$ cat src/rtl/cpu_branch_predictor.sv
// cpu_branch_predictor: direct-mapped BTB with saturating direction counters, zero-latency lookup.
// Optional statistics counters are built when CPU_BPRED_STATS_EN is defined.
module cpu_branch_predictor #(
    parameter int XLEN     = 32,
    parameter int ENTRIES  = 16,
    parameter int CTR_BITS = 2
) (
    input  logic            clk,
    input  logic            rst_n,
    input  logic            lookup_valid,
    input  logic [XLEN-1:0] lookup_pc,
    output logic            pred_hit,
    output logic            pred_taken,
    output logic [XLEN-1:0] pred_target,
    input  logic            upd_valid,
    input  logic [XLEN-1:0] upd_pc,
    input  logic            upd_branch,
    input  logic            upd_jump,
    input  logic            upd_taken,
    input  logic [XLEN-1:0] upd_target,
    input  logic            upd_mispredict,
    input  logic            flush,
    output logic [31:0]     stat_lookups,
    output logic [31:0]     stat_mispredicts
);
    localparam int IDX_BITS = $clog2(ENTRIES);
    localparam int TAG_BITS = XLEN - IDX_BITS - 2;
    localparam logic [CTR_BITS-1:0] CTR_WNT = CTR_BITS'((1 << (CTR_BITS - 1)) - 1);
    localparam logic [CTR_BITS-1:0] CTR_WT  = CTR_BITS'(1 << (CTR_BITS - 1));

    logic [ENTRIES-1:0]  valid_q;
    logic [ENTRIES-1:0]  jump_q;
    logic [TAG_BITS-1:0] tag_q    [ENTRIES];
    logic [XLEN-1:0]     target_q [ENTRIES];
    logic [CTR_BITS-1:0] ctr_q    [ENTRIES];

    logic [IDX_BITS-1:0] l_idx, u_idx;
    logic [TAG_BITS-1:0] l_tag, u_tag;
    logic                upd_en, upd_hit;
    logic [CTR_BITS-1:0] ctr_cur, ctr_d;
    logic                unused_bits;

    assign l_idx = lookup_pc[IDX_BITS+1:2];
    assign l_tag = lookup_pc[XLEN-1:IDX_BITS+2];
    assign u_idx = upd_pc[IDX_BITS+1:2];
    assign u_tag = upd_pc[XLEN-1:IDX_BITS+2];
    assign unused_bits = ^{lookup_pc[1:0], upd_pc[1:0]};

    assign pred_hit    = valid_q[l_idx] && (tag_q[l_idx] == l_tag);
    assign pred_taken  = pred_hit && (jump_q[l_idx] || ctr_q[l_idx][CTR_BITS-1]);
    assign pred_target = pred_hit ? target_q[l_idx] : '0;

    assign upd_en  = upd_valid && (upd_branch || upd_jump);
    assign upd_hit = valid_q[u_idx] && (tag_q[u_idx] == u_tag);
    assign ctr_cur = ctr_q[u_idx];

    // Saturating counter step; never wraps at either end.
    always_comb begin
        ctr_d = ctr_cur;
        if (upd_taken && ctr_cur != '1)
            ctr_d = ctr_cur + CTR_BITS'(1);
        else if (!upd_taken && ctr_cur != '0)
            ctr_d = ctr_cur - CTR_BITS'(1);
    end

    always_ff @(posedge clk or negedge rst_n) begin
        if (!rst_n) begin
            valid_q <= '0;
            jump_q  <= '0;
            for (int i = 0; i < ENTRIES; i++) begin
                tag_q[i]    <= '0;
                target_q[i] <= '0;
                ctr_q[i]    <= CTR_WNT;
            end
        end else if (flush) begin
            valid_q <= '0;
        end else if (upd_en) begin
            if (upd_hit) begin
                if (!upd_jump)
                    ctr_q[u_idx] <= ctr_d;
                if (upd_taken)
                    target_q[u_idx] <= upd_target;
                jump_q[u_idx] <= upd_jump;
            end else if (upd_taken) begin
                valid_q[u_idx]  <= 1'b1;
                tag_q[u_idx]    <= u_tag;
                target_q[u_idx] <= upd_target;
                jump_q[u_idx]   <= upd_jump;
                ctr_q[u_idx]    <= upd_jump ? '1 : CTR_WT;
            end
        end
    end

`ifdef CPU_BPRED_STATS_EN
    logic [31:0] lookups_q, lookups_d, mispred_q, mispred_d;

    assign lookups_d = lookups_q + 32'(lookup_valid);
    assign mispred_d = mispred_q + 32'(upd_valid && upd_mispredict);

    always_ff @(posedge clk or negedge rst_n) begin
        if (!rst_n) begin
            lookups_q <= '0;
            mispred_q <= '0;
        end else begin
            lookups_q <= lookups_d;
            mispred_q <= mispred_d;
        end
    end

    assign stat_lookups     = lookups_q;
    assign stat_mispredicts = mispred_q;
`else
    logic unused_stats;
    assign unused_stats     = lookup_valid ^ upd_mispredict;
    assign stat_lookups     = '0;
    assign stat_mispredicts = '0;
`endif
endmodule

$ cat config.mk
export PLATFORM = sky130hd
export DESIGN_NAME = cpu_branch_predictor
export DESIGN_NICKNAME = d
export VERILOG_FILES = /design/src/rtl/cpu_branch_predictor.sv
export SDC_FILE = /design/constraint.sdc
export NUM_CORES = 2
export LEC_CHECK = 0
export BUFFER_PORTS_ARGS = -buffer_cell sky130_fd_sc_hd__buf_2
export CORE_MARGIN = 2
export CORE_UTILIZATION = 45
export CTS_BUF_LIST = sky130_fd_sc_hd__clkbuf_2 sky130_fd_sc_hd__clkbuf_4 sky130_fd_sc_hd__clkbuf_8
export DETAILED_ROUTE_END_ITERATION = 10
export PLACE_DENSITY = 0.59
export SLEW_MARGIN = 20
export SYNTH_ARGS = -nofsm -noshare
export SYNTH_HDL_FRONTEND = slang
export SYNTH_SLANG_ARGS = --single-unit
export TNS_END_PERCENT = 50
$ cat constraint.sdc
create_clock -name clk -period 5.12 [get_ports clk]
set_clock_uncertainty 0.2 [all_clocks]
set_input_delay 0.256 -clock clk [delete_from_list [all_inputs] [get_ports clk]]
set_output_delay 0.256 -clock clk [all_outputs]
set_load 0.01 [all_outputs]
After elaboration in Yosys (flattened, before gate mapping) --
Index checks and enable logic that the tools add are counted.
Operators by class: magnitude comparators 6, $add $sub $neg 2, equal/unequal tests 5, shift operators 0, multiplexer cells 47, div/mod/pow operators 0, reductions and logical operators 20, bitwise logic cells 5, multipliers 0
Operators by type and width (number):
- $bwmux 512 | 1
- $bwmux 416 | 1
- $mux 32 | 7
- $bmux 26 s4 | 2
- $mux 26 | 5
- $bmux 32 s4 | 1
- $demux 32 s4 | 1
- $demux 26 s4 | 1
- $mux 16 | 6
- $bwmux 32 | 2
- $eq 26x26->1 | 2
- $bmux 2 s4 | 2
- $bwmux 16 | 1
- $or 16x16->16 | 1
- $mux 2 | 7
- $bmux 1 s4 | 3
- $ge 5x5->1 const B | 2
- $lt 4x5->1 const B | 2
- $not 4->5 | 2
- $reduce_and 3->1 | 3
- $demux 2 s4 | 1
- $logic_and 1x1->1 | 8
- $reduce_and 4->1 | 2
- $reduce_bool 2->1 | 4
- 10 further kinds | 18
Storage, ports and cells: flip-flop bits (word level) 992, memory bits (read-only) 0, memories 0, input bits 105, output and inout port bits 98, word-level logic and storage cells 135, RAM bits 0, bits in latches 0

Longest topological paths before layout --
word-level depth 11, depth in mapped cells 19, depth with buffers taken out 10

Least setup slack after synthesis --
No wires, ideal clock.
path kind in2out, start point input lookup_pc[2], end point output pred_target[10], stages 9, data required time 4.664 ns, setup slack 1.033 ns, buffers on the path 6, data arrival time 3.631 ns, cells stage by stage clkbuf_1 -> buf_2 -> clkbuf_1 -> clkbuf_1 -> buf_2 -> buf_1 -> mux4_2 -> mux4_2 -> and3_1
Between the ends: longest elaborated chain between the ends 7, elaborated cells between the ends (all ways) 12, those cells by class 1 x eq/ne; 9 x mux; 1 x bitwise; 1 x reduce/logical
Ends and longest elaborated chain:
- from (decl) | RTL line 11 | input logic [XLEN-1:0] lookup_pc,
- $not 4->5 (implied by the code) | RTL line 49, 51
- $bmux 26 s4 | RTL line 49 | assign pred_hit = valid_q[l_idx] && (tag_q[l_idx] == l_tag);
- $mux 26 (implied by the code) (2 in a row) | RTL line 49
- $eq 26x26->1 | RTL line 49
- $logic_and 1x1->1 | RTL line 49
- $mux 32 (*) | RTL line 51 | assign pred_target = pred_hit ? target_q[l_idx] : '0;
- to (decl) | RTL line 14 | output logic [XLEN-1:0] pred_target,
Mark *: on every way between the ends. The rest lies on a longest branch, timed or not. The select of a mux whose other input is x is not followed.

Worst setup path after layout --
start point register tag_q[112] (netlist bit), end point register ctr_q[8] (netlist bit)
Between the ends: longest elaborated chain between the ends 7, elaborated cells between the ends (all ways) 9, those cells by class 2 x eq/ne; 4 x mux; 3 x reduce/logical
Ends and longest elaborated chain:
- from (decl) | RTL line 33 | logic [TAG_BITS-1:0] tag_q [ENTRIES];
- from (signal, indexed assignment) | RTL line 86 | tag_q[u_idx] <= u_tag;
- $bmux 26 s4 (*) | RTL line 54 | assign upd_hit = valid_q[u_idx] && (tag_q[u_idx] == u_tag);
- $mux 26 (implied by the code) (*) (2 in a row) | RTL line 54
- $eq 26x26->1 (*) | RTL line 54
- $logic_and 1x1->1 (*) | RTL line 54
- $ne 2x2->1 (no line) / $reduce_bool 2->1 (equally long branches)
- $reduce_and 4->1 (no line)
- to (signal, indexed assignment) | RTL line 80 | ctr_q[u_idx] <= ctr_d;
- to (signal, indexed assignment) | RTL line 89 | ctr_q[u_idx] <= upd_jump ? '1 : CTR_WT;
- to (decl) | RTL line 35 | logic [CTR_BITS-1:0] ctr_q [ENTRIES];
Marked as above. A chain may end at the register's enable or synchronous reset.

==> impl_metrics.env <==
export IMPL_status="complete, no violations"
export IMPL_dieHeight_um=339
export IMPL_synth_top_cell_area_share_pct=48.4
export IMPL_cp_max_fo=19
export IMPL_synth_seq_cells=992
export IMPL_cts_reportedPaths_clkPinSlew_ns=0.06
export IMPL_hold_viol_final=0
export IMPL_pwr_share_seq_pct=46.6
export IMPL_drt_vias_per_instance=5.97
export IMPL_multi_input_area_um2=24000
export IMPL_initial_core_util_pct=45.5
export IMPL_routabilityCongestion=0.823
export IMPL_clock_latency_ns=0.89
export IMPL_crit_end="ctr_q[8]"
export IMPL_min_period_over_period_pct=90.8
export IMPL_ys_warn_count=0
export IMPL_fin_ws_ns=0.471
export IMPL_worstHoldPathType="input port to register"
export IMPL_regToRegSetupSlack_ns=0.47
export IMPL_timing_fmax_ghz=0.215
export IMPL_drtIter0Drc=2648
export IMPL_most_common_layout_cells="dfrtp_1, mux2_2, nand2_1"
export IMPL_combPwrFrac_pct=14.4
export IMPL_vias=32100
export IMPL_setup_tns_final_ns=0
export IMPL_setup_viol=0
export IMPL_startpoint="tag_q[112]"
export IMPL_finalNetCount=3879
export IMPL_clockRootBuffer="clkbuf_8"
export IMPL_synthToLayoutAreaGrowth_pct=13.5
export IMPL_reg2reg_from="tag_q[112]"
export IMPL_powerDensity_nw_per_um2=346
export IMPL_die_area_um2=115000
export IMPL_min_period_ns=4.65
export IMPL_crit_path_end_kind="register"
export IMPL_wl_per_cell_um=27.1
export IMPL_yosysSeqAreaShare_pct=49.2
export IMPL_synth_area_um2=50500
export IMPL_drive_gt1_share_pct=47.2
export IMPL_grt_start_max_net_pins=137
export IMPL_cts_tree="yes"
export IMPL_post_cts_setup_buffers=0
export IMPL_antenna_found_initial=6
export IMPL_htreeDepth=4
export IMPL_required_ns=5.73
export IMPL_worstMarginPinSlew_ns=1.20
export IMPL_die_x_um=339
export IMPL_n_fill_cell=9537
export IMPL_critPathKind="register to register"
export IMPL_p_sw_mw=5.22
export IMPL_slew_violations=0
export IMPL_worstPathArrival_ns=5.26
export IMPL_fin_area_um2=57300
export IMPL_sw_frac_of_total_pct=26.3
export IMPL_synth_cells=3581
export IMPL_mostFrequentLayoutCell="dfrtp_1"
export IMPL_drv_cap=0
export IMPL_max_slew_margin_pct=20.1
export IMPL_ys_async_sr_fraction_pct=100
export IMPL_clock_sinks=992
export IMPL_dp_hpwl_um=83600
export IMPL_rr_worst_depth=12
export IMPL_portBuffers=132
export IMPL_dp_slack_ns=0.351
export IMPL_wl_um=146000
export IMPL_postSynthAreaPerCell_um2=14.1
export IMPL_seq_area_um2=24800
export IMPL_yosysTopAreaCell="dfrtp_1"
export IMPL_grt_pass1_vias=33400
export IMPL_coreArea_um2=111000
export IMPL_synthTopCellsByArea="dfrtp_1, mux2_2, mux4_2"
export IMPL_p_int_mw=14.6
export IMPL_ant_nets=0
export IMPL_p_clk_share_pct=38.9
export IMPL_firstDrtPassIters=8
export IMPL_place_area_um2=52900
export IMPL_cts_made_buffers=173
export IMPL_worstReg2RegEnd="ctr_q[8]"
export IMPL_ir_drop_uv=189
export IMPL_grt_pass1_wl_um=220000
export IMPL_synth_edff_count=0
export IMPL_rows=122
export IMPL_grt_usage_pct=25.6
export IMPL_clk_path_buf_depth=3
export IMPL_grt_overflow_total=0
export IMPL_drc=0
export IMPL_synth_cell_types=81
export IMPL_synth_main_ff_cell="dfrtp_1"
export IMPL_pin_count=203
export IMPL_p_leak_nw=26.7
export IMPL_start_kind="register"
export IMPL_rsz0062_at_grt="no"
cell type report:
| type | instances | area share (%) |
|---|---|---|
| flip-flops and latches | 992 | 43.3 |
| multi-input cells | 2246 | 42.0 |
| well taps | 1488 | 3.25 |
| inverters | 26 | 0.170 |
| clock buffers | 277 | 5.91 |
| clock inverters | 22 | 0.491 |
| diodes | 2 | 0.00873 |
| repair buffers | 333 | 4.86 |
worst max-delay path, stage by stage, from the launching register on:
cell and delay [ns]:
dfrtp_1 0.39, mux4_2 0.47, mux2i_1 0.17, xor2_1 0.25
nand2_1 0.22, or4_4 0.60, a211oi_1 0.32, nand4b_2 0.34
buf_4 0.33, nand4_1 0.11, dlygate4sd3_1 0.57, nand3_1 0.07
dlygate4sd3_1 0.56
through the flow:
step / hold WS (ns) / cells / power, mW / utilization (%)
finish: 0.0962 / 5386 / 19.8 / 51.6
global route: 0.0672 / 5386 / 20.7 / 51.6
CTS: 0.00908 / 5384 / 20.0 / 51.6
detailed placement: 0.151 / 5017 / 12.2 / 47.7
global placement: 0.159 / 5017 / 12.1 / 47.7
floorplan: -0.240 / 3644 / 11.3 / -
kinds of logic after synthesis:
family                   after synthesis  synth area share (%)
AO/OA/AOI/OAI                        202                  2.91
XOR/XNOR                              61                  1.06
adder cells (fa/ha/maj)                2                0.0495
buffers and inverters                406                  4.04
flip-flops                           992                  49.2
multiplexers                        1300                  37.4
other                                  1               0.00742
AND/OR/NAND/NOR                      617                  5.38
sequential cells by signal, indices dropped and copies added (netlist names):
name and count:
ctr_q 32, jump_q 16, tag_q 416, target_q 512, valid_q 16
metal layers:
| layer | GRT usage [%] | share of wire, % |
|---|---|---|
| met5 | 0 | 0.031 |
| met4 | 7.94 | 2.5 |
| met3 | 4.78 | 6.0 |
| met2 | 40.0 | 47 |
| met1 | 36.2 | 44 |
synth_stat cells, types with 4 or more instances:
cell and number:
a211oi_1 9, a21o_1 14, a21oi_1 30, a221oi_1 5, a22o_1 8, a22oi_1 19, a2bb2oi_1 11, a31oi_1 6
and3_1 36, buf_1 31, buf_2 45, buf_4 83, buf_6 12, clkbuf_1 202, dfrtp_1 976, dfstp_2 16
inv_1 24, mux2_2 825, mux2i_1 87, mux4_1 4, mux4_2 380, nand2_1 427, nand2_2 4, nand2b_1 11
nand3_1 13, nand4_1 16, nor2_1 38, nor2_2 5, nor2b_1 10, nor3_1 26, nor4_1 4, o21ai_0 27
o221ai_1 5, o22ai_1 16, o31ai_1 13, o41ai_1 8, or2_2 5, xnor2_1 46, xor2_1 15
worst min-delay path by stage:
| stage | from | end | slack [ns] | cells after the start |
|---|---|---|---|---|
| after floorplan | rst_n | ctr_q[11] | -0.24 | 0 |
| after global placement | rst_n | tag_q[328] | 0.16 | 1 |
| after detailed placement | rst_n | tag_q[120] | 0.15 | 1 |
| after CTS | upd_target[2] | target_q[258] | 0.009 | 4 |
| after global routing | upd_target[29] | target_q[285] | 0.07 | 4 |
| final | upd_target[19] | target_q[179] | 0.1 | 4 |
power by group through the flow:
| stage | clock network, mW | logic (mW) | registers (mW) |
|---|---|---|---|
| 4_1_cts | 7.90 | 2.87 | 9.23 |
| 3_3_place_gp | 0 | 2.76 | 9.33 |
| 3_5_place_dp | 0 | 2.81 | 9.36 |
| 2_1_floorplan | 0 | 2.08 | 9.17 |
| 5_1_grt | 8.25 | 3.08 | 9.34 |
| 6_report | 7.72 | 2.86 | 9.24 |
repair_timing:
action | CTS | global route
gates resized for setup | 0 | 0
hold buffers | 68 | 0
setup endpoints to repair | 0 | 0
endpoints found under the hold margin | 1797 | 0
(Power assumes the default switching activity.)
